==> config.mk <==
export PLATFORM = sky130hd
export DESIGN_NAME = lead_lag_filter
export DESIGN_NICKNAME = d
export VERILOG_FILES = /design/src/rtl/lead_lag_pkg.sv /design/src/rtl/lead_lag_chan.sv /design/src/rtl/lead_lag_filter.sv
export SDC_FILE = /design/constraint.sdc
export NUM_CORES = 1
export LEC_CHECK = 0
export ABC_AREA = 1
export CAP_MARGIN = 20
export CORE_ASPECT_RATIO = 1.25
export CORE_UTILIZATION = 45
export DETAILED_ROUTE_END_ITERATION = 10
export GPL_TIMING_DRIVEN = 0
export SKIP_CTS_REPAIR_TIMING = 1
export SLEW_MARGIN = 20
export SYNTH_ARGS = -nofsm -noshare
export SYNTH_HDL_FRONTEND = slang
export SYNTH_SLANG_ARGS = --single-unit
==> constraint.sdc <==
create_clock -name clk -period 9.3 [get_ports clk]
set_input_delay 1.86 -clock clk [delete_from_list [all_inputs] [get_ports clk]]
set_output_delay 1.86 -clock clk [all_outputs]
set_load 0.03 [all_outputs]
==> src/rtl/lead_lag_pkg.sv <==
// Shared constants for the lead/lag loop filter: mode encoding and reset defaults.
package lead_lag_pkg;

  localparam int unsigned LLF_MODE_LEAKY = 0;
  localparam int unsigned LLF_MODE_WALK  = 1;

  localparam int unsigned LLF_C_DEF   = 1;
  localparam int unsigned LLF_D_DEF   = 1;
  localparam int unsigned LLF_MAX_DEF = 1000;

endpackage

==> src/rtl/lead_lag_chan.sv <==
// One leaky saturating counter: adds C on input, leaks D while at or above D, clamps to 0..MAX.
module lead_lag_chan
  import lead_lag_pkg::*;
#(
  parameter int unsigned CNT_W = 16
) (
  input  logic             clk,
  input  logic             rst_n,
  input  logic             en,
  input  logic             inc,
  input  logic [CNT_W-1:0] c,
  input  logic [CNT_W-1:0] d,
  input  logic [CNT_W-1:0] max_cur,
  input  logic             cfg_upd,
  input  logic [CNT_W-1:0] max_new,
  output logic [CNT_W-1:0] cnt,
  output logic             at_max
);

  localparam int unsigned SW = CNT_W + 2;

  logic signed [SW-1:0] cnt_s, inc_s, dec_s, lim_s, new_s, nxt_s;
  logic [CNT_W-1:0]     cnt_d, max_eff;
  logic                 at_max_d;

  // Step with the current gains/limit, then clamp to a freshly written limit.
  always_comb begin
    cnt_s    = signed'(SW'(cnt));
    inc_s    = inc ? signed'(SW'(c)) : '0;
    dec_s    = (cnt >= d) ? signed'(SW'(d)) : '0;
    lim_s    = signed'(SW'(max_cur));
    new_s    = signed'(SW'(max_new));
    nxt_s    = cnt_s;
    if (en) begin
      nxt_s = cnt_s + inc_s - dec_s;
      if (nxt_s[SW-1]) nxt_s = '0;
      if (nxt_s > lim_s) nxt_s = lim_s;
    end
    if (cfg_upd && (nxt_s > new_s)) nxt_s = new_s;
    max_eff  = cfg_upd ? max_new : max_cur;
    cnt_d    = CNT_W'(nxt_s);
    at_max_d = (cnt_d == max_eff);
  end

  always_ff @(posedge clk or negedge rst_n) begin
    if (!rst_n) begin
      cnt    <= '0;
      at_max <= 1'b0;
    end else begin
      cnt    <= cnt_d;
      at_max <= at_max_d;
    end
  end

endmodule

==> src/rtl/lead_lag_filter.sv <==
// Lead/lag loop filter for a digital PLL: turns phase-detector lead/lag hits into
// DCO add/sub correction pulses, either via two leaky accumulators or a signed random walk.
module lead_lag_filter
  import lead_lag_pkg::*;
#(
  parameter int unsigned CNT_W   = 16,
  parameter int unsigned MAX_DEF = LLF_MAX_DEF,
  parameter int unsigned C_DEF   = LLF_C_DEF,
  parameter int unsigned D_DEF   = LLF_D_DEF,
  parameter int unsigned MODE    = LLF_MODE_LEAKY
) (
  input  logic             clk,
  input  logic             rst_n,
  input  logic             en,
  input  logic             lead,
  input  logic             lag,
  input  logic             cfg_we,
  input  logic [CNT_W-1:0] cfg_c,
  input  logic [CNT_W-1:0] cfg_d,
  input  logic [CNT_W-1:0] cfg_max,
  output logic             cfg_err,
  output logic             add_pulse,
  output logic             sub_pulse,
  output logic [CNT_W-1:0] lead_cnt,
  output logic [CNT_W-1:0] lag_cnt,
  output logic             sat
);

  localparam int unsigned SW = CNT_W + 2;

  logic [CNT_W-1:0] c_q, d_q, max_q;
  logic             cfg_ok_c, cfg_upd_c;
  logic             lead_e, lag_e;
  logic             add_raw, sub_raw;

  // Simultaneous lead and lag carry no phase information.
  assign lead_e = lead & ~lag;
  assign lag_e  = lag & ~lead;

  // MAX must stay positive and fit a signed CNT_W value so -MAX is representable.
  assign cfg_ok_c  = (cfg_c != '0) && (cfg_d != '0) && (cfg_max != '0) && !cfg_max[CNT_W-1];
  assign cfg_upd_c = cfg_we & cfg_ok_c;

  always_ff @(posedge clk or negedge rst_n) begin
    if (!rst_n) begin
      c_q     <= CNT_W'(C_DEF);
      d_q     <= CNT_W'(D_DEF);
      max_q   <= CNT_W'(MAX_DEF);
      cfg_err <= 1'b0;
    end else begin
      cfg_err <= cfg_we & ~cfg_ok_c;
      if (cfg_upd_c) begin
        c_q   <= cfg_c;
        d_q   <= cfg_d;
        max_q <= cfg_max;
      end
    end
  end

  // Opposing requests in the same cycle cancel rather than fight in the DCO.
  always_ff @(posedge clk or negedge rst_n) begin
    if (!rst_n) begin
      add_pulse <= 1'b0;
      sub_pulse <= 1'b0;
    end else begin
      add_pulse <= add_raw & ~sub_raw;
      sub_pulse <= sub_raw & ~add_raw;
    end
  end

  if (MODE == LLF_MODE_LEAKY) begin : g_leaky
    logic lead_at_max, lag_at_max;

    lead_lag_chan #(.CNT_W(CNT_W)) u_lead_chan (
      .clk     (clk),
      .rst_n   (rst_n),
      .en      (en),
      .inc     (lead_e),
      .c       (c_q),
      .d       (d_q),
      .max_cur (max_q),
      .cfg_upd (cfg_upd_c),
      .max_new (cfg_max),
      .cnt     (lead_cnt),
      .at_max  (lead_at_max)
    );

    lead_lag_chan #(.CNT_W(CNT_W)) u_lag_chan (
      .clk     (clk),
      .rst_n   (rst_n),
      .en      (en),
      .inc     (lag_e),
      .c       (c_q),
      .d       (d_q),
      .max_cur (max_q),
      .cfg_upd (cfg_upd_c),
      .max_new (cfg_max),
      .cnt     (lag_cnt),
      .at_max  (lag_at_max)
    );

    assign sat     = lead_at_max | lag_at_max;
    assign add_raw = en & (lead_cnt >= d_q);
    assign sub_raw = en & (lag_cnt >= d_q);
  end else begin : g_walk
    logic signed [CNT_W-1:0] walk_q;
    logic                    walk_sat_q;
    logic signed [SW-1:0]    walk_s, c_s, sum_s, lim_s, new_s, eff_s, nxt_s;
    logic                    walk_add_c, walk_sub_c;
    logic                    unused_walk;

    // D only shapes the leaky channels.
    assign unused_walk = ^d_q;

    // Walk by +/-C; crossing +/-MAX fires a correction and recentres the walk.
    always_comb begin
      walk_s     = SW'(walk_q);
      c_s        = signed'(SW'(c_q));
      lim_s      = signed'(SW'(max_q));
      new_s      = signed'(SW'(cfg_max));
      eff_s      = cfg_upd_c ? new_s : lim_s;
      sum_s      = walk_s;
      nxt_s      = walk_s;
      walk_add_c = 1'b0;
      walk_sub_c = 1'b0;
      if (lead_e)     sum_s = walk_s + c_s;
      else if (lag_e) sum_s = walk_s - c_s;
      if (en && (lead_e || lag_e)) begin
        if (sum_s >= lim_s) begin
          nxt_s      = '0;
          walk_add_c = 1'b1;
        end else if (sum_s <= -lim_s) begin
          nxt_s      = '0;
          walk_sub_c = 1'b1;
        end else begin
          nxt_s = sum_s;
        end
      end
      if (cfg_upd_c) begin
        if (nxt_s > new_s)       nxt_s = new_s;
        else if (nxt_s < -new_s) nxt_s = -new_s;
      end
    end

    always_ff @(posedge clk or negedge rst_n) begin
      if (!rst_n) begin
        walk_q     <= '0;
        walk_sat_q <= 1'b0;
      end else begin
        walk_q     <= CNT_W'(nxt_s);
        walk_sat_q <= (nxt_s == eff_s) || (nxt_s == -eff_s);
      end
    end

    assign lead_cnt = walk_q;
    assign lag_cnt  = '0;
    assign sat      = walk_sat_q;
    assign add_raw  = walk_add_c;
    assign sub_raw  = walk_sub_c;
  end

endmodule

; ---- Word level (Yosys, flattened, before mapping)
; Index checks and enable logic that the tools add are counted.
[classes]
add_sub_neg = 4
mul = 0
div_mod_pow = 0
magnitude_cmp = 6
eq_ne = 2
shift = 0
mux = 15
n_bitwise = 14
reduce_logical = 9
[op_table]
columns = cell, n
row1 = two-way mux 16 bit, 7
row2 = two-way mux 18 bit, 6
row3 = greater-than comparator 18 x 17 -> 1 bit, 4
row4 = nonzero test 16 bit, 3
row5 = adder 17 x 18 -> 18 bit, 2
row6 = subtractor 18 bit, 2
row7 = two-way mux 17 bit, 2
row8 = == test 16 bit, 2
row9 = >= comparator 16 bit, 2
row10 = AND 1 bit, 8
row11 = logical AND 1 bit, 5
row12 = inverter 1 bit, 5
row13 = logical NOT 1 bit, 1
row14 = bitwise OR 1 bit, 1
[word_totals]
ff_bits = 85
latch_bits = 0
ramBits = 0
rom_bits = 0
input_bits = 54
out_inout_bits = 36
word_cells = 60
n_memories = 0

; ---- Logic depth before layout (Yosys ltp)
[depth]
depth_word = 14
mapped_depth = 66
depth_no_buf = 64

; ---- Hierarchy
; Synthesis repeated with hierarchy kept, for this count alone.
[hier_totals]
hier_cells = 1919
area_unflattened_um2 = 12255.5
[modules_own_cells]
columns = module, instances, cells_each, area_per_inst_um2
row1 = lead_lag_chan at g_leaky.u_lead_chan, 1, 759, 4660.7
row2 = lead_lag_chan at g_leaky.u_lag_chan, 1, 759, 4575.6
row3 = lead_lag_filter, 1, 401, 3019.1

; ---- Least setup slack after synthesis
; No wires, ideal clock.
[synth_timing]
kind = input-to-reg
from = input port lead
to = register g_leaky.u_lag_chan.at_max
setup_ns = 0.071
t_arrival_ns = 7.387
path_slack_ns = 1.842
path_stages = 49
path_cell_list = inv_1 nand2_1 inv_1 clkbuf_1 nand2_1 fa_1 inv_1 ha_1 nand2_1 inv_1 a21oi_2 nand2_1 nand2_1 nand3_2 buf_6 nand3_1 inv_1 ha_1 [13 not listed] ha_1 nand2_1 nor2_1 nand4_1 inv_1 nand2_1 o221ai_1 nand3_1 inv_1 buf_2 nand2_1 nand2_1 nand2_1 nand2_1 nand2_1 nor2_1 nand2_1 nor2_1
[synth_via]
elab_chain_cells = 14
[synth_rtl]
columns = item, line
row1 = "start, declared", lead_lag_filter.sv:15  ; input logic lead,
row2 = inverter 1 bit (*), lead_lag_filter.sv:38  ; assign lag_e = lag & ~lead;
row3 = AND 1 bit (*), lead_lag_filter.sv:38
row4 = two-way mux 16 bit (*), lead_lag_chan.sv:29  ; inc_s = inc ? signed'(SW'(c)) : '0;
row5 = adder 17 x 18 -> 18 bit (*), lead_lag_chan.sv:35  ; nxt_s = cnt_s + inc_s - dec_s;
row6 = subtractor 18 bit (*), lead_lag_chan.sv:35
row7 = two-way mux 17 bit (*), lead_lag_chan.sv:36  ; if (nxt_s[SW-1]) nxt_s = '0;
row8 = two-way mux 18 bit (*), lead_lag_chan.sv:34  ; if (en) begin
row9 = greater-than comparator 18 x 17 -> 1 bit, lead_lag_chan.sv:37  ; if (nxt_s > lim_s) nxt_s = lim_s;
row10 = two-way mux 18 bit (*), lead_lag_chan.sv:37
row11 = two-way mux 18 bit (*), lead_lag_chan.sv:34
row12 = greater-than comparator 18 x 17 -> 1 bit, lead_lag_chan.sv:39  ; if (cfg_upd && (nxt_s > new_s)) nxt_s = new_s;
row13 = logical AND 1 bit, lead_lag_chan.sv:39
row14 = two-way mux 16 bit (*), lead_lag_chan.sv:39
row15 = via g_leaky.u_lag_chan.nxt_s[3], lead_lag_chan.sv:22  ; logic signed [SW-1:0] cnt_s, inc_s, dec_s, lim_s, new_s, nxt_s;
row16 = == test 16 bit (*), lead_lag_chan.sv:42  ; at_max_d = (cnt_d == max_eff);
row17 = via g_leaky.u_lag_chan.at_max_d, lead_lag_chan.sv:24  ; logic at_max_d;
row18 = "end signal, assigned", lead_lag_chan.sv:51  ; at_max <= at_max_d;
row19 = "end, declared", lead_lag_chan.sv:17  ; output logic at_max
; The timed path passes the listed nets; every way through them passes the cells marked *. The select of a mux whose other input is x is not followed.
; A chain may end at the register's enable or synchronous reset.

; ---- Worst setup path after layout
[layout_timing]
from = input port lead
to = register g_leaky.u_lead_chan.at_max
[layout_via]
elab_chain_cells = 13
[layout_rtl]
columns = item, line
row1 = AND 1 bit (*), lead_lag_filter.sv:37  ; assign lead_e = lead & ~lag;
row2 = two-way mux 16 bit (*), lead_lag_chan.sv:29
row3 = adder 17 x 18 -> 18 bit (*), lead_lag_chan.sv:35
row4 = subtractor 18 bit (*), lead_lag_chan.sv:35
row5 = two-way mux 17 bit (*), lead_lag_chan.sv:36
row6 = two-way mux 18 bit (*), lead_lag_chan.sv:34
row7 = greater-than comparator 18 x 17 -> 1 bit, lead_lag_chan.sv:37
row8 = two-way mux 18 bit (*), lead_lag_chan.sv:37
row9 = two-way mux 18 bit (*), lead_lag_chan.sv:34
row10 = greater-than comparator 18 x 17 -> 1 bit, lead_lag_chan.sv:39
row11 = logical AND 1 bit, lead_lag_chan.sv:39
row12 = two-way mux 16 bit (*), lead_lag_chan.sv:39
row13 = via g_leaky.u_lead_chan.nxt_s[2], lead_lag_chan.sv:22
row14 = == test 16 bit (*), lead_lag_chan.sv:42
row15 = via g_leaky.u_lead_chan.at_max_d, lead_lag_chan.sv:24
row16 = "end signal, assigned", lead_lag_chan.sv:51
row17 = "end, declared", lead_lag_chan.sv:17
; Marked as above.

==> flow_summary.toml <==
[status]
status = "finished with violations"
violations = "DRC"

[route]
avgViaCountPerCell = 5.43
drt-initial-drc-count = 727
vias = 10900
wl_per_cell_microns = 20.3
routed_wl_mm = 40.9
drc = 1
drt_first_pass_iters = 8
ant_nets = 0

[place]
place.gp.congestion = 0.976
post-dp-hpwl_mm = 34.9
portBuffers = 89
dpl_worst_slack_ns = -0.905

[logic_synthesis]
synth_cell_types = 47
synth.cell_area_sq_um = 10600
synth.net_count = 1831
synth_warnings = 0
synth_seq_cells = 85
yosysSeqAreaShare_pct = 20.2
avgSynthCellArea_sq_um = 6.55
syn_inst = 1615

[sta]
hold_violations = 0
layout_setup_ws_ns = 0.386
period_share_pct = 95.8
maxSlewHeadroom_pct = 46.7
fin_worst_skew_ns = 0.0104
setup_viol_count_final = 0
tightest_slew_ns = 0.799
fmax_ghz = 0.112
period_minus_slack_ns = 8.91
maxSlewViolCount = 0

[critical_path]
cp.required_ns = 9.58
slowest_stage = "fa_1"
cpPeakStageDelay_ns = 0.48
path_class = "in -> reg"
crit_fanout = 10
critPathCaptureType = "flop"
cp.arrival_ns = 9.19
worst_path_most_repeated_cell = "nand2_1"
worstSetupStartpointType = "input pin"

[cts]
cts_buffers = 9
cts_buffer_depth = 2
clkLatencyLatePin_ns = 0.35
cts_sinks = 85
cts.clk_slew.worst_paths_ns = 0.08
htree_levels = 3
cts_root_buffer = "clkbuf_16"
cts_tree = "built"

[floorplanning]
coreArea_sq_um = 23000
die_h_microns = 173
num_rows = 62
die_w_microns = 139
start_util_pct = 45.9
ios = 90
dieArea_sq_um = 24100

[global_routing]
grtUsageTotal_pct = 34.6
grt_max_degree = 74
overflow = 0
antenna_found_initial = 0
grt_pass1_wl_mm = 61.7
grt_pass1_vias = 10700

[finish]
fillCellCount = 2386
multi_input_area_sq_um = 7300
layout-drive-gt1-share_pct = 7.94
area_delta_synth_final_pct = 16.9
nets = 1937
regArea_sq_um = 2140
antenna_cells = 0

[flow_run]
drv_cap = 0

[min_path]
holdCritPathClass = "reg -> reg"
-- registers in the layout, indices dropped and copies added, names as in the netlist, 16 cells and up --
signal and count:
c_q 16, d_q 16, g_leaky.u_lag_chan.cnt 16, g_leaky.u_lead_chan.cnt 16, max_q 16
-- final timing paths --
path	cells past startpoint	from	slack [ns]	to
min reg2reg	2	c_q[10]	0.56	c_q[10]
max in group asynchronous	2	rst_n	7.32	max_q[5]
min in group asynchronous	1	rst_n	1.31	c_q[9]
max reg2reg	53	d_q[0]	0.44	g_leaky.u_lead_chan.at_max
max	44	lead	0.39	g_leaky.u_lead_chan.at_max
min	2	c_q[10]	0.56	c_q[10]
-- routing by layer --
layer	vias up	global-route usage (%)	wire length, microns
met1	5103	40.9	16500
met5	-	0	0
met4	0	23.2	2840
met2	365	59.4	19500
li1	5355	-	-
met3	110	3.59	2000
-- kinds of logic (layout without fill, tap and decap cells) --
logic type | Yosys count | in the layout | synth area share [%]
compound gates | 172 | 172 | 9.04
xor+xnor | 8 | 8 | 0.662
fa+ha+maj | 162 | 162 | 21.4
buf+inv | 318 | 429 | 12.0
flops | 85 | 85 | 20.2
simple gates | 870 | 870 | 36.6
-- cell usage in the layout (no fill, tap or decap), drive strengths merged, types with 7 or more instances in the layout --
cell type	count
nor2	98
nor4	14
clkdlybuf4s50	88
or2	13
and2	27
a21oi	73
o21a	8
o211ai	10
fa	32
dfrtp	77
o21ai	64
clkbuf	25
nand3	169
ha	130
nand3b	7
inv	288
dfstp	8
buf	23
nand2	520
nand4	18
-- cell type report --
class | instances | area share (%)
multi-input combinational | 1212 | 59.0
sequential | 85 | 17.3
inverter | 285 | 8.69
timing repair buffer | 95 | 7.74
tap | 288 | 2.91
buffer | 33 | 1.96
clock buffer | 9 | 1.82
clock inverter | 7 | 0.566
-- worst max-delay path, delay by kind of cell --
family | cells | cell delay, ns
simple gates | 25 | 3.00
compound gates | 6 | 1.21
buf+inv | 9 | 1.64
fa+ha+maj | 4 | 1.44
-- cells in the mapped netlist, drive strengths merged --
master,instances,area (sq um)
nand2,520,2010
inv,285,1070
nand3,169,941
ha,130,1630
nor2,98,375
dfrtp,77,1930
a21oi,73,373
o21ai,64,324
fa,32,641
and2,27,170
nand4,18,113
clkbuf,17,83.8
buf,15,110
nor4,14,103
or2,13,81.3
o211ai,10,75.1
dfstp,8,210
o21a,8,60.1
nand3b,7,56.3
a21o,6,45.0
a31oi,4,25.0
nor3,4,25.0
xnor2,4,35.0
xor2,4,35.0
a21boi,2,15.0
o21bai,2,15.0
a211oi,1,7.51
dlygate4sd3,1,10.0
o2111ai,1,8.76
o221ai,1,8.76
-- per-stage QoR --
stage                     hold WS [ns]  instance area [sq um]  util [%]  setup TNS, ns  instances
after detailed placement         0.532                  11900      51.5          -2.80       1993
after global placement           0.532                  11800      51.4          -3.32       1992
after global routing             0.582                  12400      53.7        -0.0132       2014
after floorplan                  0.471                  10600         -              0       1615
after CTS                        0.557                  12200      52.8          -1.97       2009
final                            0.556                  12400      53.7              0       2014
Power is left out: the tool's default activity adds up to more than one toggle a clock period on the data nets, which glitch-free logic cannot reach.
